**config.mk**
```make
export PLATFORM = sky130hd
export DESIGN_NAME = banded_tile_stream_sequencer
export DESIGN_NICKNAME = d
export VERILOG_FILES = /design/src/rtl/banded_tile_stream_sequencer.sv
export SDC_FILE = /design/constraint.sdc
export NUM_CORES = 1
export LEC_CHECK = 0
export ABC_CLOCK_PERIOD_IN_PS = 21800
export CAP_MARGIN = 20
export CORE_AREA = 3 3 151 153
export CTS_CLUSTER_SIZE = 30
export DETAILED_ROUTE_END_ITERATION = 7
export DIE_AREA = 0 0 154 156
export HOLD_SLACK_MARGIN = 0.05
export PLACE_DENSITY = 0.77
export SYNTH_ARGS = -nofsm -noshare
export SYNTH_HDL_FRONTEND = slang
export SYNTH_SLANG_ARGS = --single-unit
```
**constraint.sdc**
```tcl
create_clock -name clk -period 21.8 [get_ports clk]
set_input_delay 4.36 -clock clk [delete_from_list [all_inputs] [get_ports clk]]
set_output_delay 4.36 -clock clk [all_outputs]
set_load 0.1 [all_outputs]
```
**src/rtl/banded_tile_stream_sequencer.sv**
```systemverilog
// Captures one ROWS x COLS tile and serialises it over valid/ready in banded
// column-major order: upper band (rows 0..SUB_ROWS-1) first, then lower band.
module banded_tile_stream_sequencer #(
  parameter int BIT_WIDTH = 4,
  parameter int ROWS      = 8,
  parameter int COLS      = 8,
  parameter int SUB_ROWS  = 4,
  localparam int RW = (ROWS > 1) ? $clog2(ROWS) : 1,
  localparam int CW = (COLS > 1) ? $clog2(COLS) : 1
) (
  input  logic                           clk,
  input  logic                           rst,
  input  logic [ROWS*COLS*BIT_WIDTH-1:0] in_flat,
  input  logic                           in_valid,
  output logic                           in_ready,
  output logic [BIT_WIDTH-1:0]           out_data,
  output logic [RW-1:0]                  out_row,
  output logic [CW-1:0]                  out_col,
  output logic                           out_last,
  output logic                           out_valid,
  input  logic                           out_ready,
  output logic                           busy
);

  if (SUB_ROWS < 1 || SUB_ROWS > ROWS) begin : g_bad_sub_rows
    $error("SUB_ROWS must lie in 1..ROWS");
  end

  localparam bit            SINGLE_BAND = (SUB_ROWS == ROWS);
  localparam logic [RW-1:0] SUB_LAST    = RW'(SUB_ROWS - 1);
  localparam logic [RW-1:0] SUB_FIRST   = RW'(SUB_ROWS % ROWS);
  localparam logic [RW-1:0] ROW_LAST    = RW'(ROWS - 1);
  localparam logic [CW-1:0] COL_LAST    = CW'(COLS - 1);

  typedef enum logic {IDLE, STREAM} state_t;

  state_t                         state_reg, state_next;
  logic [RW-1:0]                  row_reg, row_next;
  logic [CW-1:0]                  col_reg, col_next;
  logic                           band_reg, band_next;
  logic                           capture;
  logic                           last_beat;
  logic [ROWS*COLS*BIT_WIDTH-1:0] tile_reg;
  logic [BIT_WIDTH-1:0]           elem [ROWS][COLS];

  // Unpacked view of the held tile so the output mux indexes by (row, col).
  for (genvar gi = 0; gi < ROWS; gi++) begin : g_row
    for (genvar gj = 0; gj < COLS; gj++) begin : g_col
      assign elem[gi][gj] = tile_reg[(gi*COLS+gj)*BIT_WIDTH +: BIT_WIDTH];
    end
  end

  always_ff @(posedge clk) begin
    if (rst) begin
      state_reg <= IDLE;
      row_reg   <= '0;
      col_reg   <= '0;
      band_reg  <= 1'b0;
    end else begin
      state_reg <= state_next;
      row_reg   <= row_next;
      col_reg   <= col_next;
      band_reg  <= band_next;
    end
  end

  // Tile storage needs no reset: it is only observed while streaming.
  always_ff @(posedge clk) begin
    if (capture) begin
      tile_reg <= in_flat;
    end
  end

  assign last_beat = (state_reg == STREAM) && (col_reg == COL_LAST) &&
                     (band_reg ? (row_reg == ROW_LAST)
                               : (SINGLE_BAND && (row_reg == SUB_LAST)));

  always_comb begin
    state_next = state_reg;
    row_next   = row_reg;
    col_next   = col_reg;
    band_next  = band_reg;
    capture    = 1'b0;
    case (state_reg)
      IDLE: begin
        if (in_valid) begin
          capture    = 1'b1;
          row_next   = '0;
          col_next   = '0;
          band_next  = 1'b0;
          state_next = STREAM;
        end
      end
      STREAM: begin
        if (out_ready) begin
          if (last_beat) begin
            state_next = IDLE;
            row_next   = '0;
            col_next   = '0;
            band_next  = 1'b0;
          end else if (!band_reg) begin
            if (row_reg == SUB_LAST) begin
              row_next = '0;
              if (col_reg == COL_LAST) begin
                band_next = 1'b1;
                row_next  = SUB_FIRST;
                col_next  = '0;
              end else begin
                col_next = col_reg + CW'(1);
              end
            end else begin
              row_next = row_reg + RW'(1);
            end
          end else begin
            if (row_reg == ROW_LAST) begin
              row_next = SUB_FIRST;
              col_next = col_reg + CW'(1);
            end else begin
              row_next = row_reg + RW'(1);
            end
          end
        end
      end
      default: state_next = IDLE;
    endcase
  end

  assign in_ready  = (state_reg == IDLE);
  assign out_valid = (state_reg == STREAM);
  assign busy      = (state_reg == STREAM);
  assign out_last  = last_beat;
  assign out_row   = row_reg;
  assign out_col   = col_reg;
  assign out_data  = (state_reg == STREAM) ? elem[row_reg][col_reg] : '0;

endmodule

```
After elaboration in Yosys (flattened, before gate mapping)
Index checks and enable logic that the tools add are counted.
{"block": "totals", "ramBits": 0, "word_cells": 58, "rom_bits": 0, "n_memories": 0, "latchBits": 0, "register_bits": 264, "output_inout_bits": 14, "input_bits": 260}
{"block": "op_classes", "mul": 0, "n_eq_ne": 7, "bitwise": 3, "reduce_logical": 4, "n_shift": 0, "mux": 35, "order_cmp": 2, "n_div": 0, "n_addsub": 2}
{"operator": "$bmux W32 S3", "n": 1}
{"operator": "$mux W32", "n": 2}
{"operator": "$mux W3", "n": 13}
{"operator": "$bmux W4 S3", "n": 1}
{"operator": "$mux W4", "n": 3}
{"operator": "$pmux W3 S2", "n": 2}
{"operator": "$mux W1", "n": 11}
{"operator": "$ge A4 B4 Y1 const B", "n": 2}
{"operator": "$not A3 Y4", "n": 2}
{"operator": "$add A3 B1 Y3 const B", "n": 2}
{"operator": "$eq A3 B3 Y1 const B", "n": 2}
{"operator": "$ne A2 B2 Y1 const B", "n": 2}
{"operator": "$ne A4 B2 Y1 const B", "n": 1}
{"operator": "$ne A4 B3 Y1 const B", "n": 1}
{"operator": "$pmux W1 S2", "n": 2}
{"operator": "$reduce_and A4 Y1", "n": 1}
{"operator": "$eq A3 B2 Y1 const B", "n": 1}
{"operator": "$logic_and A1 B1 Y1", "n": 2}
{"operator": "$reduce_and A2 Y1", "n": 1}
{"operator": "$not A1 Y1", "n": 1}

Logic depth before layout (Yosys ltp)
{"block": "depth", "depth_word": 8, "mapped_depth": 8, "depth_no_buf": 7}

Worst setup path before layout
OpenSTA, ideal clock, no wires.
{"block": "synth_timing", "path_kind": "input to register", "start": "input in_valid", "end": "register col_reg[2], in the netlist out_col[2]", "path_stages": 5, "arrival_ns": 18.075, "slack_ns": 3.607, "setup_time_ns": 0.118, "n_path_buf": 0, "required_ns": 21.682, "path_cell_list": "nor2b_1 > a21oi_1 > a21oi_1 > nor2_1 > a22o_1"}
{"block": "synth_via", "elab_chain_len": 2}
{"element": "start: declaration", "line_no": "14", "source": "input logic in_valid,"}
{"element": "$ne A2 B2 Y1 (no source line)"}
{"element": "$reduce_and A4 Y1 (no source line)"}
{"element": "end signal: assignment", "line_no": "62", "source": "col_reg <= col_next;"}
{"element": "end: declaration", "line_no": "39", "source": "logic [CW-1:0] col_reg, col_next;"}
Every way passes these cells.
A chain may end at the register's enable or synchronous reset.

Worst setup path in the final report
{"block": "layout_timing", "start": "register row_reg[0], in the netlist out_row[0]", "end": "output out_data[2]"}
{"block": "layout_via", "elab_chain_len": 8}
{"element": "start: declaration", "line_no": "38", "source": "logic [RW-1:0] row_reg, row_next;"}
{"element": "start signal: assignment", "line_no": "61", "source": "row_reg <= row_next;"}
{"element": "$not A3 Y4 (implied by the code)", "line_no": "134", "source": "assign out_data = (state_reg == STREAM) ? elem[row_reg][col_reg] : '0;"}
{"element": "$bmux W32 S3", "line_no": "134"}
{"element": "$mux W32 (implied by the code) (2 in a row)", "line_no": "134"}
{"element": "$bmux W4 S3", "line_no": "134"}
{"element": "$mux W4 (implied by the code) (2 in a row)", "line_no": "134"}
{"element": "$mux W4", "line_no": "134"}
{"element": "end: declaration", "line_no": "16", "source": "output logic [BIT_WIDTH-1:0] out_data,"}
Every way passes these cells. The select of a mux whose other input is x is not followed.

==> metrics.txt <==
status finished, final reports clean; largest net degree at the start of global routing 187; Core ar. 21700 um2; crit path time final 8.41 ns; worst reg2reg startpoint busy; FP Rows between 50 and 60; worst skew pair latency ~0.53 ns; Placed Cells ~990; dpl hpwl 16400 um; drt wl/cell between 20 and 25 um; Post-Route M1 WL 8860 um; Setup Fix Bufs, Post-CTS 0; initial antenna violation count 1; Hold Fails Final Rpt 0; library cells used by synthesis 41; TritonRoute pass-1 iters 5; relative slew slack a little over a quarter; Critical Path Source out_row[0]; fin nets 1006; R2R Path End out_col[1]; Cell Area, Synth 10300 um2; die area roughly 24000 um2; syn_area_per_cell 22.3 um2; antenna-violating nets left 0; met2 WL 12500 um; maximum vdd drop 0.0581 mV; fin cells 1044; Die Height 156 um; clock buffer depth 3; post-synth top area share 75.0%; global route overflow 0; hold path cells 2; detailed-route via count 5596; Setup crit end kind output pin; Min-Delay Startpoint band_reg; number of synthesized register bits about 260; vias in the first global route slightly above 6000; Post-Synth XOR/XNOR Area 0.171%; Pleak 4.67 nW; synth warn 0; top routing layer used met5; crit-path max FO 50; max-slew violations 0; Mapped Cells 459; sequential share of the synthesized area 76.5%; Max Cap Violations 0; fin crit share between 30% and 40%; top_reg_cell synth edfxtp_1; Port Buf Inserts 273; H-tree levels 1; crit-path max cell delay 1.02 ns; routability cong. slightly below 0.9; RSZ-0062 raised after global routing no; Area growth syn-to-layout 38.3%; Worst Hold Class reg2reg; highest clock rate 119 MHz; worst-margin pin slew about 1.1 ns; FILL cells 1415; synth cell count leaders edfxtp_1, mux4_2, mux2i_1; most frequent cell after synthesis edfxtp_1; hold_buf cts 0; largest family of logic cells by synthesized area multiplexers; setup slack at placement 13.72 ns; CTS Buf Count 28; I/O pin count 274; area leader, netlist edfxtp_1; WL met3 1760 um; first-pass GRT wire length roughly 35000 um; die width 154 um; GR Util All Layers 19.2%; Arr. time, crit path 4.05 ns; Max Clock Skew 0.0107 ns; Initial Util 47.3%; Final setup viols 0; hold worst-path end band_reg; CTS clk-pin slew, worst paths approximately 0.06 ns; Finished Core Util 65.4%; drt via density 5.36; Mapped Nets 722; depth of the most critical reg-to-reg path 6; CP Launch Type flip-flop; pwr/cell area approximately 83 nW/um2; CTS Sinks around 260; CTS tree done; Clock Tree Root clkbuf_16; Compound-Gate Fraction of Synth Area 2.26%; post-synthesis adder-cell area fraction 0.366%; share of cells above drive strength 1 16.1%; max FFs per register 256; Diodes inserted 0; critical path required time approximately 17 ns; Synth area leaders edfxtp_1, mux4_2, mux2i_1; Crit-path slowest cell clkdlybuf4s50_1; final WL 23700 um; number of DRC markers in iteration 0 351; Post-synth EDFFs about 260; Post-Synth Simple-Gate Area 1.78%; Reg2Reg Setup Slack just under 20 ns; critical path class reg2out; Resized cells post-CTS 0; DRC 0; ys async rst share 0%; Final TNS setup 0 ns; worst path cell trace mux4_1, mux4_2, nand2b_1, o2111ai_1, a21oi_1, clkdlybuf4s50_1; Final WS setup 13.39 ns; mux cell area share after synthesis 17.4%
## cell families after synthesis
kind of cell / count (synthesis)
buffers and inverters: 26
DFF: 264
AOI/OAI and AO/OA: 34
xor gates and xnor gates: 2
muxes: 92
adders and majority gates: 3
and+or+nand+nor: 38
## worst max-delay path, delay by kind of cell (launching register included)
kind / cells / cell delay, ns
muxes: 2 / 1.16
buffers and inverters: 1 / 1.02
DFF: 1 / 0.94
AOI/OAI and AO/OA: 2 / 0.23
and+or+nand+nor: 1 / 0.17
## cell usage in the layout, fill, tap and decap left out, types with 3 or more instances in the layout
cell	Yosys	layout
clkdlybuf4s50_1	0	273
edfxtp_1	256	256
mux4_2	62	62
clkbuf_16	0	29
mux2i_1	17	17
nor2_1	13	13
a21oi_1	9	9
clkinv_2	0	9
mux2_2	8	8
nand2_1	7	7
mux4_1	5	5
dfxtp_1	8	5
clkinv_1	0	5
nor3_1	4	4
nand2b_1	4	4
o22ai_1	4	4
nand3_1	3	3
o21ai_0	3	3
ha_1	3	3
bufinv_16	0	3
clkbuf_1	5	3
buf_4	10	3
## routing by layer
metal | vias up | track usage, %
met4 | 2 | 5.21
li1 | 2516 | -
met5 | - | 0
met2 | 244 | 34.0
met1 | 2793 | 23.7
met3 | 41 | 4.72
## report_power, final
group	switching (mW)	total (mW)	internal [mW]	leakage [nW]
clock	0.185	0.461	0.277	0.451
sequential	0.0128	0.603	0.590	2.50
combinational	0.0442	0.113	0.0690	1.72
total	0.242	1.18	0.936	4.67
## layout make-up
class / count / area [um2] / area share (%)
sequential: 264 / 7860 / 55.4
timing repair buffer: 278 / 2800 / 19.8
multi-input combinational: 169 / 2260 / 16.0
clock buffer: 32 / 737 / 5.19
clock inverter: 19 / 170 / 1.20
inverter: 2 / 7.51 / 0.0529
tap: 280 / 350 / 2.47
## worst max-delay path by stage
stage,end,cells past startpoint,slack [ns]
6_report,out_data[2],6,13.39
5_1_grt,out_data[2],6,13.11
4_1_cts,out_data[3],6,13.14
3_5_place_dp,out_data[3],6,13.72
3_3_place_gp,out_data[3],6,13.77
2_1_floorplan,out_col[2],5,3.61
## through the flow
step / power [mW] / hold slack (ns) / instance area, um2
after floorplan: 0.673 / 0.531 / 10300
after global placement: 0.724 / 0.550 / 13300
after detailed placement: 0.728 / 0.585 / 13300
after CTS: 1.19 / 0.594 / 14200
after global routing: 1.22 / 0.629 / 14200
final: 1.18 / 0.603 / 14200
Note: power is estimated with default switching activity, not from simulation.
==> patch 1, RTL diff (same settings) <==
Change the parameter `ROWS` from 8 to 4.
--- a/src/rtl/banded_tile_stream_sequencer.sv
+++ b/src/rtl/banded_tile_stream_sequencer.sv
@@ -2,7 +2,7 @@
 // column-major order: upper band (rows 0..SUB_ROWS-1) first, then lower band.
 module banded_tile_stream_sequencer #(
   parameter int BIT_WIDTH = 4,
-  parameter int ROWS      = 8,
+  parameter int ROWS      = 4,
   parameter int COLS      = 8,
   parameter int SUB_ROWS  = 4,
   localparam int RW = (ROWS > 1) ? $clog2(ROWS) : 1,
Ports: changed (resized in_flat and out_row); port bits go from 274 to 145. The function was not compared with the original's and may differ.
==> patch 1 against the unedited design <==
  * Power is 46% lower
  * Area after synthesis is 48% lower
  * Sequential cell count is 129 lower
  * Worst setup slack better by 0.32 ns
  * Via count is 47% lower
  * Final cell count is 33% lower
  * Critical path depth is 1 lower
  * First-iteration DRC count is 60% lower
  * Non-clock buffer count is 130 lower
  * Wire length is 47% lower
  * Final area is 47% lower
  * Register-to-register slack better by 0.05 ns
  * Fmax is 3.9% higher
  * Sequential power is 49% lower
==> patch 1: results (changes against the unedited design) <==
| Metric | Value |
|---|---|
| Sequential area share after synthesis | `75.3% (was 76.5%)` |
| DR pass1 iterations | `4 (was 5)` |
| Leak Pwr | `2.47 nW (was 4.67 nW)` |
| GR Util met2 | `17.6% (was 34.0%)` |
| CTS Buf Count | `17 (was 28)` |
| Post-Syn Nets | `390 (was 722)` |
| Commonest cells in the synthesized netlist | `edfxtp_1, mux4_2, mux2i_1, a21oi_1, nand2_1 (was edfxtp_1, mux4_2, mux2i_1, nor2_1, buf_4)` |
| Slew margin rel. | `28.2% (was 27.4%)` |
| Result of the run | `complete, no violations (unchanged)` |
| Synth area leaders | `edfxtp_1, mux4_2, dfxtp_1 (was edfxtp_1, mux4_2, mux2i_1)` |
| Worst r2r dst | `tile_reg[40] (was out_col[1])` |
| Met1 usage | `12.8% (was 23.7%)` |
| Detail Placement HPWL | `8940 um (was 16400 um)` |
| Layout cells sized above 1 | `17.8% (was 16.1%)` |
| IO buf count | `144 (was 273)` |
| Worst R2R Setup Slack | `19.34 ns (was 19.29 ns)` |
| Top routing layer used | `met4 (was met5)` |
| Reg2reg path depth | `3 (was 6)` |
| H-tree depth | `4 (was 1)` |
| EDFF count, synth | `128 (was 256)` |
| Vias in the first global route | `3270 (was 6182)` |
| P_sw | `146 uW (was 242 uW)` |
| Syn Inst Count | `254 (was 459)` |
| Largest net degree at the start of global routing | `77 (was 187)` |
| Max FFs per register | `128 (was 256)` |
## patch 1: cell types whose count changed in the layout (fill, tap and decap cells not counted), sizes merged, moves of 4 or more
cell,delta
clkdlybuf4s50,-129
edfxtp,-128
mux4,-38
clkbuf,-15
clkinv,-10
nor2,-7
inv,+5
mux2i,-4
## patch 1: logic make-up after synthesis
group           share of synthesized area (%)
compound gates                           2.72
fa+ha+maj                               0.946
buf+inv                                  2.01
flops                                    75.3
mux                                      16.3
simple gates                             2.77
## patch 1: layout make-up
cell class	count	area, sq um	area share (%)
inverters	1	3.75	0.0495
clock buffers	17	425	5.61
flip-flops and latches	135	3990	52.5
clock inverters	15	141	1.86
repair buffers	148	1470	19.4
multi-input cells	105	1210	15.9
well taps	280	350	4.62
## patch 1: how the worst max path moves through the flow
stage / startpoint / endpoint / cells after the start
2_1_floorplan: in_valid / out_col[0] / 4
3_3_place_gp: out_row[0] / out_data[2] / 6
3_5_place_dp: out_row[0] / out_data[1] / 6
4_1_cts: out_row[0] / out_data[1] / 6
5_1_grt: out_row[0] / out_data[1] / 6
6_report: out_col[0] / out_data[1] / 5
## patch 1: power groups by stage
stage | combinational, mW | sequential, mW | clock, mW
finish | 0.0607 | 0.307 | 0.272
global route | 0.0645 | 0.308 | 0.293
CTS | 0.0616 | 0.307 | 0.281
detailed placement | 0.0612 | 0.312 | 0
global placement | 0.0601 | 0.312 | 0
floorplan | 0.0283 | 0.312 | 0
## patch 1: critical path, stage by stage, from the launching register on
cell	delay [ns]
dfxtp_2	1.00
mux4_2	0.36
mux2i_1	0.11
a221o_1	0.38
a21oi_1	0.25
clkdlybuf4s50_1	1.19
==> patch 2, RTL diff (same settings) <==
Made on the original files. Make the reset (`rst`) asynchronous in one clocked block.
--- a/src/rtl/banded_tile_stream_sequencer.sv
+++ b/src/rtl/banded_tile_stream_sequencer.sv
@@ -50,7 +50,7 @@
     end
   end
 
-  always_ff @(posedge clk) begin
+  always_ff @(posedge clk or posedge rst) begin
     if (rst) begin
       state_reg <= IDLE;
       row_reg   <= '0;
Formal check against the unedited RTL: differs if rst is asserted again (counterexample within 4 cycles, from zero or initial values and one cycle with rst high); with rst held inactive, the same outputs for 10 cycles.
==> patch 2 against the unedited design <==
  * Wire length is 1.0% higher
  * Worst setup slack lost 0.31 ns
  * Non-clock buffer count unchanged
  * Fmax down 3.5%
  * Register-to-register slack worse by 0.13 ns
  * Final area decreased by 0.77%
  * First-iteration DRC count is 20% higher
  * Sequential cell count stayed put
  * Area after synthesis up 0.26%
Power is not compared: it rests on default switching activity, and its combinational part moved more than twofold at a synthesized area within 25%.
==> patch 2: results (changes against the unedited design) <==
| Metric | Value |
|---|---|
| Result of the run | `complete, no violations (unchanged)` |
| Worst reg2reg path startpoint | `busy (unchanged)` |
| H-tree depth | `1 (unchanged)` |
| Setup ws final | `13.08 ns (was 13.39 ns)` |
| Critical Path Fanout Max | `33 (was 50)` |
| Filler instances | `1436 (was 1415)` |
| Detail Placement HPWL | `17100 um (was 16400 um)` |
| Yosys cell types | `43 (was 41)` |
| Top delay family on crit path | `buffers and inverters (was multiplexers)` |
| WL final | `23900 um (was 23700 um)` |
| Reg2reg path depth | `3 (was 6)` |
| Largest net degree at the start of global routing | `184 (was 187)` |
| Hold Path Origin | `out_col[2] (was band_reg)` |
| WL met3 | `1950 um (was 1760 um)` |
| First-pass GRT wire length | `35400 um (was 35100 um)` |
| Sequential area share after synthesis | `76.7% (was 76.5%)` |
| Clk Latency, worst-skew pair | `0.54 ns` |
| Top routing layer used | `met4 (was met5)` |
| GP Congestion | `0.830 (was 0.876)` |
| Via/cell ratio | `5.42 (was 5.36)` |
| WP data arrival | `4.36 ns (was 4.05 ns)` |
| Crit path largest cell delay | `1.02 ns (about the same)` |
| Worst Setup SP | `out_row[1] (was out_row[0])` |
| Tot GR Track Use | `19.5% (was 19.2%)` |
| Met2 WL | `11900 um (was 12500 um)` |
| Syn_area_per_cell | `22.2 sq um (was 22.3 sq um)` |
| Async SR Flop Fraction | `3.03% (was 0%)` |
| Initial antenna violation count | `0 (was 1)` |
| Worst Hold Class | `reg -> reg (unchanged)` |
| CTS Buf Count | `27 (was 28)` |
| Metal-1 WL | `9310 um (was 8860 um)` |
| Slew margin rel. | `29.8% (was 27.4%)` |
| Commonest cells in the synthesized netlist | `edfxtp_1, mux4_2, nand2_1, mux4_1, nand3_1 (was edfxtp_1, mux4_2, mux2i_1, nor2_1, buf_4)` |
| Synth area leaders | `edfxtp_1, mux4_2, mux4_1 (was edfxtp_1, mux4_2, mux2i_1)` |
| Hold worst-path end | `out_col[2] (was band_reg)` |
| Post-Syn Nets | `727 (was 722)` |
| Final Power | `1.47 mW` |
| Vias in the first global route | `6090 (was 6182)` |
| Max FFs per register | `256 (unchanged)` |
| Worst R2R Setup Slack | `19.16 ns (was 19.29 ns)` |
| DR iter-0 viols | `420 (was 351)` |
| Clock Root Buffer | `clkbuf_16 (unchanged)` |
| Worst r2r dst | `tile_reg[181] (was out_col[1])` |
| Cell Area, Placed | `0.0133 sq mm (about the same)` |
| Min Hold Slack | `0.582 ns (was 0.603 ns)` |
| Post-Place Setup Slack | `13.56 ns (was 13.72 ns)` |
| Layout cells sized above 1 | `13.5% (was 16.1%)` |
## patch 2: changes by cell type in the layout (fill, tap and decap cells not counted), sizes merged, moves of 4 or more
cell / change
clkinv: -4
dfxtp: -8
nand2: +18
inv: +7
nor2: -8
mux2i: -11
dfrtp: +8
nand3: +6
mux2: -5
## patch 2: worst register-to-register path: stages (launching register included)
cell	delay (ns)
dfrtp_1	0.52
nand2b_1	0.35
inv_8	0.46
buf_4	0.87
## patch 2: area by class of cell
type                            instances  area, sq um  share of cell area (%)
Clock buffer                           32          694                    4.93
Sequential cell                       264         7900                    56.1
Timing Repair Buffer                  278         2790                    19.8
Clock inverter                         13         98.8                   0.702
Multi-Input combinational cell        169         2210                    15.7
Inverter                                8         37.5                   0.267
Tap cell                              280          350                    2.49
## patch 2: per-layer routing
| metal | vias up | track usage, % |
|---|---|---|
| met5 | - | 0 |
| met4 | 0 | 5.80 |
| met3 | 52 | 4.55 |
| met2 | 274 | 32.6 |
| met1 | 2801 | 25.9 |
| li1 | 2536 | - |
## patch 2: kinds of logic (layout without fill, tap and decap cells)
family          after synthesis  count (layout)  share of synthesized area (%)
compound gates               36              36                           2.41
xor+xnor                      1               1                         0.0852
fa+ha+maj                     3               3                          0.365
buf+inv                      31             331                           1.78
flops                       264             264                           76.7
mux                          78              78                           16.4
simple gates                 51              51                           2.26
## patch 2: how the worst max path moves through the flow
stage / cells past startpoint / end
6_report: 6 / out_data[0]
5_1_grt: 7 / out_data[0]
4_1_cts: 6 / out_data[0]
3_5_place_dp: 6 / out_data[0]
3_3_place_gp: 7 / out_data[0]
2_1_floorplan: 2 / tile_reg[0]
## patch 2: power breakdown
| part | switching, mW | internal, mW |
|---|---|---|
| Clock | 0.180 | 0.238 |
| Combinational | 0.246 | 0.200 |
| Sequential | 0.0455 | 0.562 |
